`src/rtl/mmio_bridge.sv`:
```
// mmio_bridge
// Sits between a soft processor's data port and its data RAM.
// Addresses below MMIO_BASE go to RAM. Addresses from MMIO_BASE upward
// form a small I/O window:
//   - display-coordinate output channels (double-buffered or immediate)
//   - a keyboard byte FIFO with a sticky overflow flag
//   - a free-running frame counter
//
// Ports
//   clock        sole clock, rising edge
//   reset        synchronous active-high reset
//   address_dmem processor data address
//   data         processor store data
//   wren         processor store strobe
//   rden         processor load strobe (one cycle per load)
//   q_dmem       load data, valid one cycle after rden
//   ram_wren     RAM write enable, gated to the RAM address range
//   ram_q        RAM read data (one-cycle latency)
//   key_valid    one-cycle pulse per received keyboard byte
//   key_data     received keyboard byte
//   frame_start  one-cycle pulse at start of vertical blanking
//   chan_out     visible channel values, channel i at [i*OUT_W +: OUT_W]
module mmio_bridge #(
    parameter int ADDR_W    = 12,
    parameter int DATA_W    = 32,
    parameter int MMIO_BASE = 2000,
    parameter int NUM_OUT   = 4,
    parameter int OUT_W     = 10,
    parameter int KEY_DEPTH = 8,
    parameter int SHADOW    = 1
) (
    input  logic                     clock,
    input  logic                     reset,
    input  logic [ADDR_W-1:0]        address_dmem,
    input  logic [DATA_W-1:0]        data,
    input  logic                     wren,
    input  logic                     rden,
    output logic [DATA_W-1:0]        q_dmem,
    output logic                     ram_wren,
    input  logic [DATA_W-1:0]        ram_q,
    input  logic                     key_valid,
    input  logic [7:0]               key_data,
    input  logic                     frame_start,
    output logic [NUM_OUT*OUT_W-1:0] chan_out
);

    localparam int PTR_W = (KEY_DEPTH > 1) ? $clog2(KEY_DEPTH) : 1;
    localparam int CNT_W = PTR_W + 1;
    localparam logic [31:0] BASE        = 32'(MMIO_BASE);
    localparam logic [31:0] OFF_KEYDATA = 32'(NUM_OUT);
    localparam logic [31:0] OFF_KEYSTAT = 32'(NUM_OUT + 1);
    localparam logic [31:0] OFF_FRAME   = 32'(NUM_OUT + 2);
    localparam logic [CNT_W-1:0] FULL_CNT = CNT_W'(KEY_DEPTH);

    // ------------------------------------------------------------------
    // Address decode
    // ------------------------------------------------------------------
    logic [31:0] addr_ext;
    logic [31:0] offset;
    logic        is_ram;
    logic        io_wr;
    logic        io_rd;
    logic        hit_keydata;
    logic        hit_keystat;
    logic        hit_frame;

    assign addr_ext = 32'(address_dmem);
    assign is_ram   = (addr_ext < BASE);
    assign offset   = addr_ext - BASE;
    assign ram_wren = wren & is_ram;

    // I/O side effects are suppressed while reset is held.
    assign io_wr = wren & ~reset & ~is_ram;
    assign io_rd = rden & ~reset & ~is_ram;

    assign hit_keydata = (offset == OFF_KEYDATA);
    assign hit_keystat = (offset == OFF_KEYSTAT);
    assign hit_frame   = (offset == OFF_FRAME);

    // Only the low channel bits and the overflow-clear bit of store data matter.
    logic unused_data;
    assign unused_data = ^data;

    // ------------------------------------------------------------------
    // Output channels
    // ------------------------------------------------------------------
    logic [OUT_W-1:0] pending_q [NUM_OUT];
    logic [OUT_W-1:0] pending_d [NUM_OUT];
    logic [OUT_W-1:0] visible_q [NUM_OUT];
    logic [OUT_W-1:0] visible_d [NUM_OUT];

    genvar gi;
    generate
        for (gi = 0; gi < NUM_OUT; gi++) begin : g_chan
            assign pending_d[gi] = (io_wr && offset == 32'(gi)) ? data[OUT_W-1:0]
                                                                : pending_q[gi];
            // Copy from pending_d so a store in the frame_start cycle makes it
            // into the visible set on that same edge.
            if (SHADOW != 0) begin : g_shadow
                assign visible_d[gi] = frame_start ? pending_d[gi] : visible_q[gi];
            end else begin : g_direct
                assign visible_d[gi] = pending_d[gi];
            end

            always_ff @(posedge clock) begin
                if (reset) begin
                    pending_q[gi] <= '0;
                    visible_q[gi] <= '0;
                end else begin
                    pending_q[gi] <= pending_d[gi];
                    visible_q[gi] <= visible_d[gi];
                end
            end

            assign chan_out[gi*OUT_W +: OUT_W] = visible_q[gi];
        end
    endgenerate

    // ------------------------------------------------------------------
    // Keyboard FIFO
    // ------------------------------------------------------------------
    logic [7:0]       fifo_mem [KEY_DEPTH];
    logic [PTR_W-1:0] wr_ptr_q, wr_ptr_d;
    logic [PTR_W-1:0] rd_ptr_q, rd_ptr_d;
    logic [CNT_W-1:0] count_q,  count_d;
    logic             ovf_q,    ovf_d;
    logic             fifo_empty;
    logic             fifo_full;
    logic             pop;
    logic             push;
    logic             ovf_event;
    logic             ovf_clear;

    assign fifo_empty = (count_q == '0);
    assign fifo_full  = (count_q == FULL_CNT);
    assign pop        = io_rd & hit_keydata & ~fifo_empty;
    // A pop in the same cycle frees a slot, so a full FIFO still accepts.
    assign push       = key_valid & (~fifo_full | pop);
    assign ovf_event  = key_valid & fifo_full & ~pop;
    assign ovf_clear  = io_wr & hit_keystat & data[16];

    always_comb begin
        wr_ptr_d = wr_ptr_q;
        rd_ptr_d = rd_ptr_q;
        count_d  = count_q;
        ovf_d    = ovf_q;
        if (push) begin
            wr_ptr_d = PTR_W'(wr_ptr_q + 1'b1);
        end
        if (pop) begin
            rd_ptr_d = PTR_W'(rd_ptr_q + 1'b1);
        end
        if (push && !pop) begin
            count_d = count_q + CNT_W'(1);
        end else if (pop && !push) begin
            count_d = count_q - CNT_W'(1);
        end
        // Setting beats clearing when both happen in one cycle.
        if (ovf_event) begin
            ovf_d = 1'b1;
        end else if (ovf_clear) begin
            ovf_d = 1'b0;
        end
    end

    // Storage is not reset; the pointers define what is valid.
    always_ff @(posedge clock) begin
        if (push) begin
            fifo_mem[wr_ptr_q] <= key_data;
        end
    end

    always_ff @(posedge clock) begin
        if (reset) begin
            wr_ptr_q <= '0;
            rd_ptr_q <= '0;
            count_q  <= '0;
            ovf_q    <= 1'b0;
        end else begin
            wr_ptr_q <= wr_ptr_d;
            rd_ptr_q <= rd_ptr_d;
            count_q  <= count_d;
            ovf_q    <= ovf_d;
        end
    end

    // ------------------------------------------------------------------
    // Frame counter
    // ------------------------------------------------------------------
    logic [DATA_W-1:0] frame_q, frame_d;

    assign frame_d = frame_start ? frame_q + DATA_W'(1) : frame_q;

    always_ff @(posedge clock) begin
        if (reset) begin
            frame_q <= '0;
        end else begin
            frame_q <= frame_d;
        end
    end

    // ------------------------------------------------------------------
    // Load path: I/O value is registered to line up with RAM latency.
    // ------------------------------------------------------------------
    logic [DATA_W-1:0] rd_val;
    logic [DATA_W-1:0] io_rdata_q, io_rdata_d;
    logic              sel_ram_q,  sel_ram_d;

    always_comb begin
        rd_val = '0;
        for (int i = 0; i < NUM_OUT; i++) begin
            if (offset == 32'(i)) begin
                rd_val = DATA_W'(pending_q[i]);
            end
        end
        if (hit_keydata && !fifo_empty) begin
            // Bit 8 flags a real byte so software can tell 0x00 from "empty".
            rd_val[8:0] = {1'b1, fifo_mem[rd_ptr_q]};
        end
        if (hit_keystat) begin
            rd_val[16]        = ovf_q;
            rd_val[CNT_W-1:0] = count_q;
        end
        if (hit_frame) begin
            rd_val = frame_q;
        end
    end

    assign io_rdata_d = io_rd ? rd_val : '0;
    assign sel_ram_d  = rden & is_ram;

    always_ff @(posedge clock) begin
        if (reset) begin
            io_rdata_q <= '0;
            sel_ram_q  <= 1'b0;
        end else begin
            io_rdata_q <= io_rdata_d;
            sel_ram_q  <= sel_ram_d;
        end
    end

    assign q_dmem = sel_ram_q ? ram_q : io_rdata_q;

endmodule
```
`config.mk`:
```
export PLATFORM = sky130hd
export DESIGN_NAME = mmio_bridge
export DESIGN_NICKNAME = d
export VERILOG_FILES = /design/src/rtl/mmio_bridge.sv
export SDC_FILE = /design/constraint.sdc
export NUM_CORES = 1
export LEC_CHECK = 0
export CAP_MARGIN = 20
export CORE_ASPECT_RATIO = 1.25
export CORE_MARGIN = 4
export CORE_UTILIZATION = 47
export CTS_CLUSTER_DIAMETER = 50
export DETAILED_ROUTE_END_ITERATION = 8
export GPL_TIMING_DRIVEN = 0
export HOLD_SLACK_MARGIN = 0.02
export PLACE_DENSITY = 0.73
export SLEW_MARGIN = 5
export SYNTH_ARGS = -nofsm -noshare
export SYNTH_HDL_FRONTEND = slang
export SYNTH_SLANG_ARGS = --single-unit
```
`constraint.sdc`:
```
create_clock -name clock -period 3.8 [get_ports clock]
set_clock_uncertainty 0.05 [all_clocks]
set_input_delay 0.57 -clock clock [delete_from_list [all_inputs] [get_ports clock]]
set_output_delay 0.57 -clock clock [all_outputs]
set_load 0.02 [all_outputs]
```
Yosys cells after proc, flatten, opt, wreduce, memory -nomap -nowiden
Memory sizes are Yosys's and may differ from the RTL's. A register that Yosys moved wholly into a read port is not among the register bits.
Cells that the tools add are included.
{"block": "totals", "n_memories": 3, "out_inout_bits": 73, "regBits": 76, "mem_bits_rw": 144, "in_bits": 90, "elab_cells": 103}
{"block": "classes", "n_bitwise": 28, "n_reduce_logical": 15, "n_addsub": 6, "eq_ne": 7, "order_cmp": 1, "mux": 36}
{"memory": "fifo_mem", "depth": 8, "word_bits": 8, "rd": 1, "rd_ports_with_merged_regs": 1, "write_ports": 1, "line": "122", "source": "logic [7:0] fifo_mem [KEY_DEPTH];"}
{"memory": "pending_q", "depth": 4, "word_bits": 10, "rd": 4, "rd_ports_with_merged_regs": 0, "write_ports": 4, "line": "87", "source": "logic [OUT_W-1:0] pending_q [NUM_OUT];"}
{"memory": "visible_q", "depth": 4, "word_bits": 10, "rd": 4, "rd_ports_with_merged_regs": 0, "write_ports": 4, "line": "89", "source": "logic [OUT_W-1:0] visible_q [NUM_OUT];"}
{"cell": "2-to-1 mux 10 bit", "n": 17}
{"cell": "2-to-1 mux 32 bit", "n": 5}
{"cell": "== test 32 x 3 -> 1 bit (second input constant)", "n": 3}
{"cell": "== test 32 x 2 -> 1 bit (second input constant)", "n": 2}
{"cell": "adder 32 x 1 -> 32 bit (second input constant)", "n": 1}
{"cell": "== test 32 x 1 -> 1 bit (second input constant)", "n": 1}
{"cell": "zero test 32 bit", "n": 1}
{"cell": "AND 1 bit", "n": 13}
{"cell": "subtractor 12 x 11 -> 13 bit (second input constant)", "n": 1}
{"cell": "less-than comparator 12 x 11 -> 1 bit (second input constant)", "n": 1}
{"cell": "2-to-1 mux 4 bit", "n": 3}
{"cell": "2-to-1 mux 9 bit", "n": 1}
{"cell": "OR 1 bit", "n": 9}
{"cell": "2-to-1 mux 1 bit", "n": 8}
{"cell": "logical AND 1 bit", "n": 7}
{"cell": "adder 3 x 1 -> 3 bit (second input constant)", "n": 2}
{"cell": "2-to-1 mux 3 bit", "n": 2}
{"cell": "inverter 1 bit", "n": 6}
{"cell": "adder 4 x 1 -> 4 bit (second input constant)", "n": 1}
{"cell": "== test 4 bit (second input constant)", "n": 1}
{"cell": "zero test 4 bit", "n": 1}
{"cell": "nonzero test 2 bit", "n": 2}
{"cell": "subtractor 4 x 1 -> 4 bit (second input constant)", "n": 1}
{"cell": "zero test 1 bit", "n": 3}
{"cell": "OR reduction 2 bit", "n": 1}

Logic depth before layout (Yosys ltp)
{"block": "logic_depth", "word_depth": 11, "depth_mapped": 14, "mapped_depth_nobuf": 13}

Worst setup path after synthesis
OpenSTA, ideal clock, no wires.
{"block": "synth_timing", "path_kind": "input to register", "startpoint": "input port address_dmem[11]", "endpoint": "register count_q[3]", "n_path_buf": 1, "path_slack_ns": 0.323, "setup_time_ns": 0.070, "arrival_ns": 3.356, "stages": 14, "cell_sequence": "nand4b_1 > or4_1 > buf_2 > nor4b_4 > o21ai_1 > inv_1 > ha_1 > inv_1 > ha_1 > a21o_1 > a21oi_1 > xnor2_1 > or3_1 > a21oi_1"}
{"block": "synth_via", "elab_chain_cells": 10}
{"element": "from (decl)", "line": "34", "source": "input logic [ADDR_W-1:0] address_dmem,"}
{"element": "parallel branches: the longest is 3 deep, another holds subtractor 12 x 11 -> 13 bit"}
{"element": "AND 1 bit (*) (2 in a row)", "line": "136", "source": "assign pop = io_rd & hit_keydata & ~fifo_empty;"}
{"element": "OR 1 bit (*)", "line": "138", "source": "assign push = key_valid & (~fifo_full | pop);"}
{"element": "AND 1 bit (*)", "line": "138"}
{"element": "via push", "line": "130", "source": "logic push;"}
{"element": "zero test 1 bit", "line": "155", "source": "end else if (pop && !push) begin"}
{"element": "logical AND 1 bit", "line": "155"}
{"element": "nonzero test 2 bit (no line)"}
{"element": "to (signal assigned)", "line": "182", "source": "count_q <= count_d;"}
{"element": "to (decl)", "line": "125", "source": "logic [CNT_W-1:0] count_q, count_d;"}
Mark *: on every way through the listed nets, which the timed path passes.
A chain may end at the register's enable or synchronous reset.

Worst setup path after layout
{"block": "layout_timing", "startpoint": "input port address_dmem[11]", "endpoint": "register count_q[3]"}
{"block": "layout_via", "elab_chain_cells": 10}
{"element": "parallel branches: the longest is 3 deep, another holds subtractor 12 x 11 -> 13 bit"}
{"element": "AND 1 bit (*) (2 in a row)", "line": "136"}
{"element": "OR 1 bit", "line": "138"}
{"element": "AND 1 bit", "line": "138"}
{"element": "zero test 1 bit", "line": "155"}
{"element": "logical AND 1 bit", "line": "155"}
{"element": "nonzero test 2 bit (no line)"}
Mark *: on every way between the ends.

==> qor.yml <==
run_status:
  status: "finished clean"
worst_setup_path:
  startpoint_type: "input port"
  cp_slowest_stage_delay_ns: 0.49
  cp_cell_sequence: "clkdlybuf4s50_1 -> nand4b_1 -> or4_1 -> buf_2 -> nor4b_4 -> buf_4 -> inv_2 -> ha_1 -> inv_2 -> ha_1 -> a21o_1 -> a21oi_1 -> xnor2_1 -> or3_1 -> a21oi_1"
  crit_required_ns: 4.19
  worstPathArrival_ns: 3.96
  path_class: "in2reg"
  cp-end-kind: "register"
  cpMaxStageDelayCell: "or4_1"
  cp_max_fo: 9
floorplan:
  die_y_um: 164
  die_x_um: 133
  ioPinCount: 163
  initial_core_util_pct: 48.2
  fp-row-count: 56
  core_um2: 18900
  dieArea_um2: 21700
power_and_ir_drop:
  pwr-share-seq_pct: 47.4
  power_frac_comb_pct: 9.4
  p_total_mw: 5.41
  max-vdd-ir-drop_v: 0.000361
  clockPowerShare_pct: 43.2
  powerDensity_nw_per_um2: 462
  intPower_mw: 4.20
  power.switching_mw: 1.21
  switching_share_pct: 22.4
  leakage_nw: 4.36
clock_tree:
  htreeDepth: 1
  hold_buffers: 0
  clkTransAtPathRegs_ns: 0.07
  cts_buffers: 22
  cts_tree: "built"
  clock_path_buffers: 3
  clock_latency_ns: 0.50
  root_buffer: "clkbuf_16"
  cts.sinks: 223
grt:
  grt_overflow: 0
  grt_max_degree: 16
  grt_antenna_before_repair: 0
  grt_pass1_wl_um: 36000
  grt_use_total_pct: 20.8
  grt_pass1_vias: 6621
route:
  via_count: 6700
  drt_iter0_markers: 365
  drtAntennaViolNets: 0
  wl_per_cell_um: 19.0
  drtPass1Iterations: 5
  routed_wl_um: 22800
  route.detailed.drc: 0
  viasPerCell: 5.56
yosys:
  synth_edf_count: 64
  avgSynthCellArea_um2: 11.6
  syn_area_um2: 9120
  yosys_register_bits: 223
  synth_nets: 880
  syn-instance-count: 783
  synth_seq_area_share_pct: 56.0
  synthFlopType: "dfxtp_1"
  synth.distinct_cells: 50
  yosysWarnings: 0
  async_flop_share_pct: 0
place:
  port_buffers: 140
  place_congestion: 0.887
  dp_hpwl_um: 16800
  placed_area_um2: 10900
layout:
  final_nets: 1053
  syn_to_final_growth_pct: 28.5
  antennaDiodeCount: 0
  fillerInstances: 1536
  design_area_um2: 11700
  drive_gt1_share_pct: 14.2
flow_run:
  max_cap_violations: 0
sta:
  drv_slew: 0
  maxSlewHeadroom_pct: 35.6
  period_share_pct: 94.2
  hold_viol: 0
  fin_crit_ns: 3.58
  fmax_mhz: 280
  finalSetupViolations: 0
  tightest_slew_ns: 0.962
worst_hold_path:
  hold_path.class: "reg2reg"
[critical path: cells and delay by family]
family / cells / cell delay [ns]
AND/OR/NAND/NOR: 4 / 1.36
XOR/XNOR: 1 / 0.09
AO/OA/AOI/OAI: 3 / 0.49
adder cells (fa/ha/maj): 2 / 0.46
buffers and inverters: 5 / 1.00
[routing by layer]
layer,part of all wire (%),track usage (%),vias up
met5,0,0,-
met4,2.8,6.71,0
met3,6.6,3.68,47
met2,50,36.9,233
met1,41,25.8,3241
li1,-,-,3179
[synth_stat cells (11+ instances only)]
| library cell | instances | area share, % |
|---|---|---|
| edfxtp_1 | 64 | 21 |
| nor2_1 | 136 | 5.6 |
| nor3_1 | 22 | 1.2 |
| xnor2_1 | 21 | 2.0 |
| nand2_1 | 18 | 0.74 |
| and2_1 | 18 | 1.2 |
| dfxtp_1 | 159 | 35 |
| mux2i_1 | 49 | 5.4 |
| nand4_1 | 11 | 0.75 |
| mux2_2 | 40 | 4.9 |
| a211oi_1 | 40 | 3.3 |
| mux4_2 | 26 | 6.4 |
| clkbuf_1 | 32 | 1.3 |
[cell families after synthesis]
group,count (synthesis),share of synthesized area [%]
and+or+nand+nor,271,14.6
DFF,223,56.0
muxes,115,16.7
AOI/OAI and AO/OA,80,6.38
buffers and inverters,60,2.61
xor gates and xnor gates,27,2.59
adders and majority gates,7,1.04
[registers in the layout, indices dropped and copies added (netlist names), 3 cells and up, named ones only]
name,count
visible_q,40
count_q,4
wr_ptr_q,3
io_rdata_q,32
rd_ptr_q,3
frame_q,32
fifo_mem,64
pending_q,40
[stage by stage]
stage	hold WS, ns	TNS [ns]	cells	setup slack (ns)	util (%)
after floorplan	0.389	0	783	0.323	-
after global placement	0.415	-35.71	1155	-1.00	57.1
after detailed placement	0.421	-3.62	1160	-0.586	57.5
after CTS	0.428	0	1203	0.0889	61.8
after global routing	0.445	-0.0203	1204	-0.0203	61.9
final	0.431	0	1204	0.222	61.9
[final cells by class]
cell class,count,area (µm²),share of cell area [%]
sequential,223,5100,43.6
multi-input combinational,500,3820,32.6
timing repair buffer,149,1470,12.5
clock buffer,35,717,6.12
tap,232,290,2.48
buffer,49,196,1.68
clock inverter,5,78.8,0.673
inverter,11,41.3,0.352
[path summary, 6_finish.rpt]
check	start	to	slack [ns]	cells after the start
min reg2reg	ovf_q	ovf_q	0.43	2
max	address_dmem[11]	count_q[3]	0.22	15
max reg2reg	count_q[0]	count_q[3]	0.72	13
min	ovf_q	ovf_q	0.43	2
[power by group through the flow]
stage                     combinational [mW]  sequential, mW  clock, mW
after floorplan                        0.251            2.63          0
after global placement                 0.479            2.61          0
after detailed placement               0.499            2.61          0
after CTS                              0.507            2.56       2.36
after global routing                   0.555            2.57       2.44
final                                  0.508            2.56       2.34
[layout by cell type (no fill, tap or decap), drive strengths merged, types with 3 or more instances in the layout]
cell,n
a211oi,40
a21oi,9
a221o,4
a221oi,5
a22o,4
and2,18
and4,4
buf,25
clkbuf,68
clkdlybuf4s50,140
dfxtp,159
edfxtp,64
ha,6
inv,12
mux2,40
mux2i,49
mux4,26
nand2,18
nand2b,6
nand3,10
nand4,11
nand4b,4
nor2,136
nor2b,10
nor3,23
nor3b,3
nor4,9
nor4b,3
o211ai,3
o21ai,9
or3,6
or4,4
xnor2,21
xor2,6
[timing repair]
action	4_1_cts	5_1_grt
resized for setup	1	3
setup buffers	3	1
setup endpoints to repair	1	1
pin swaps	1	1
No activity file was read; power rests on OpenSTA's default activity.
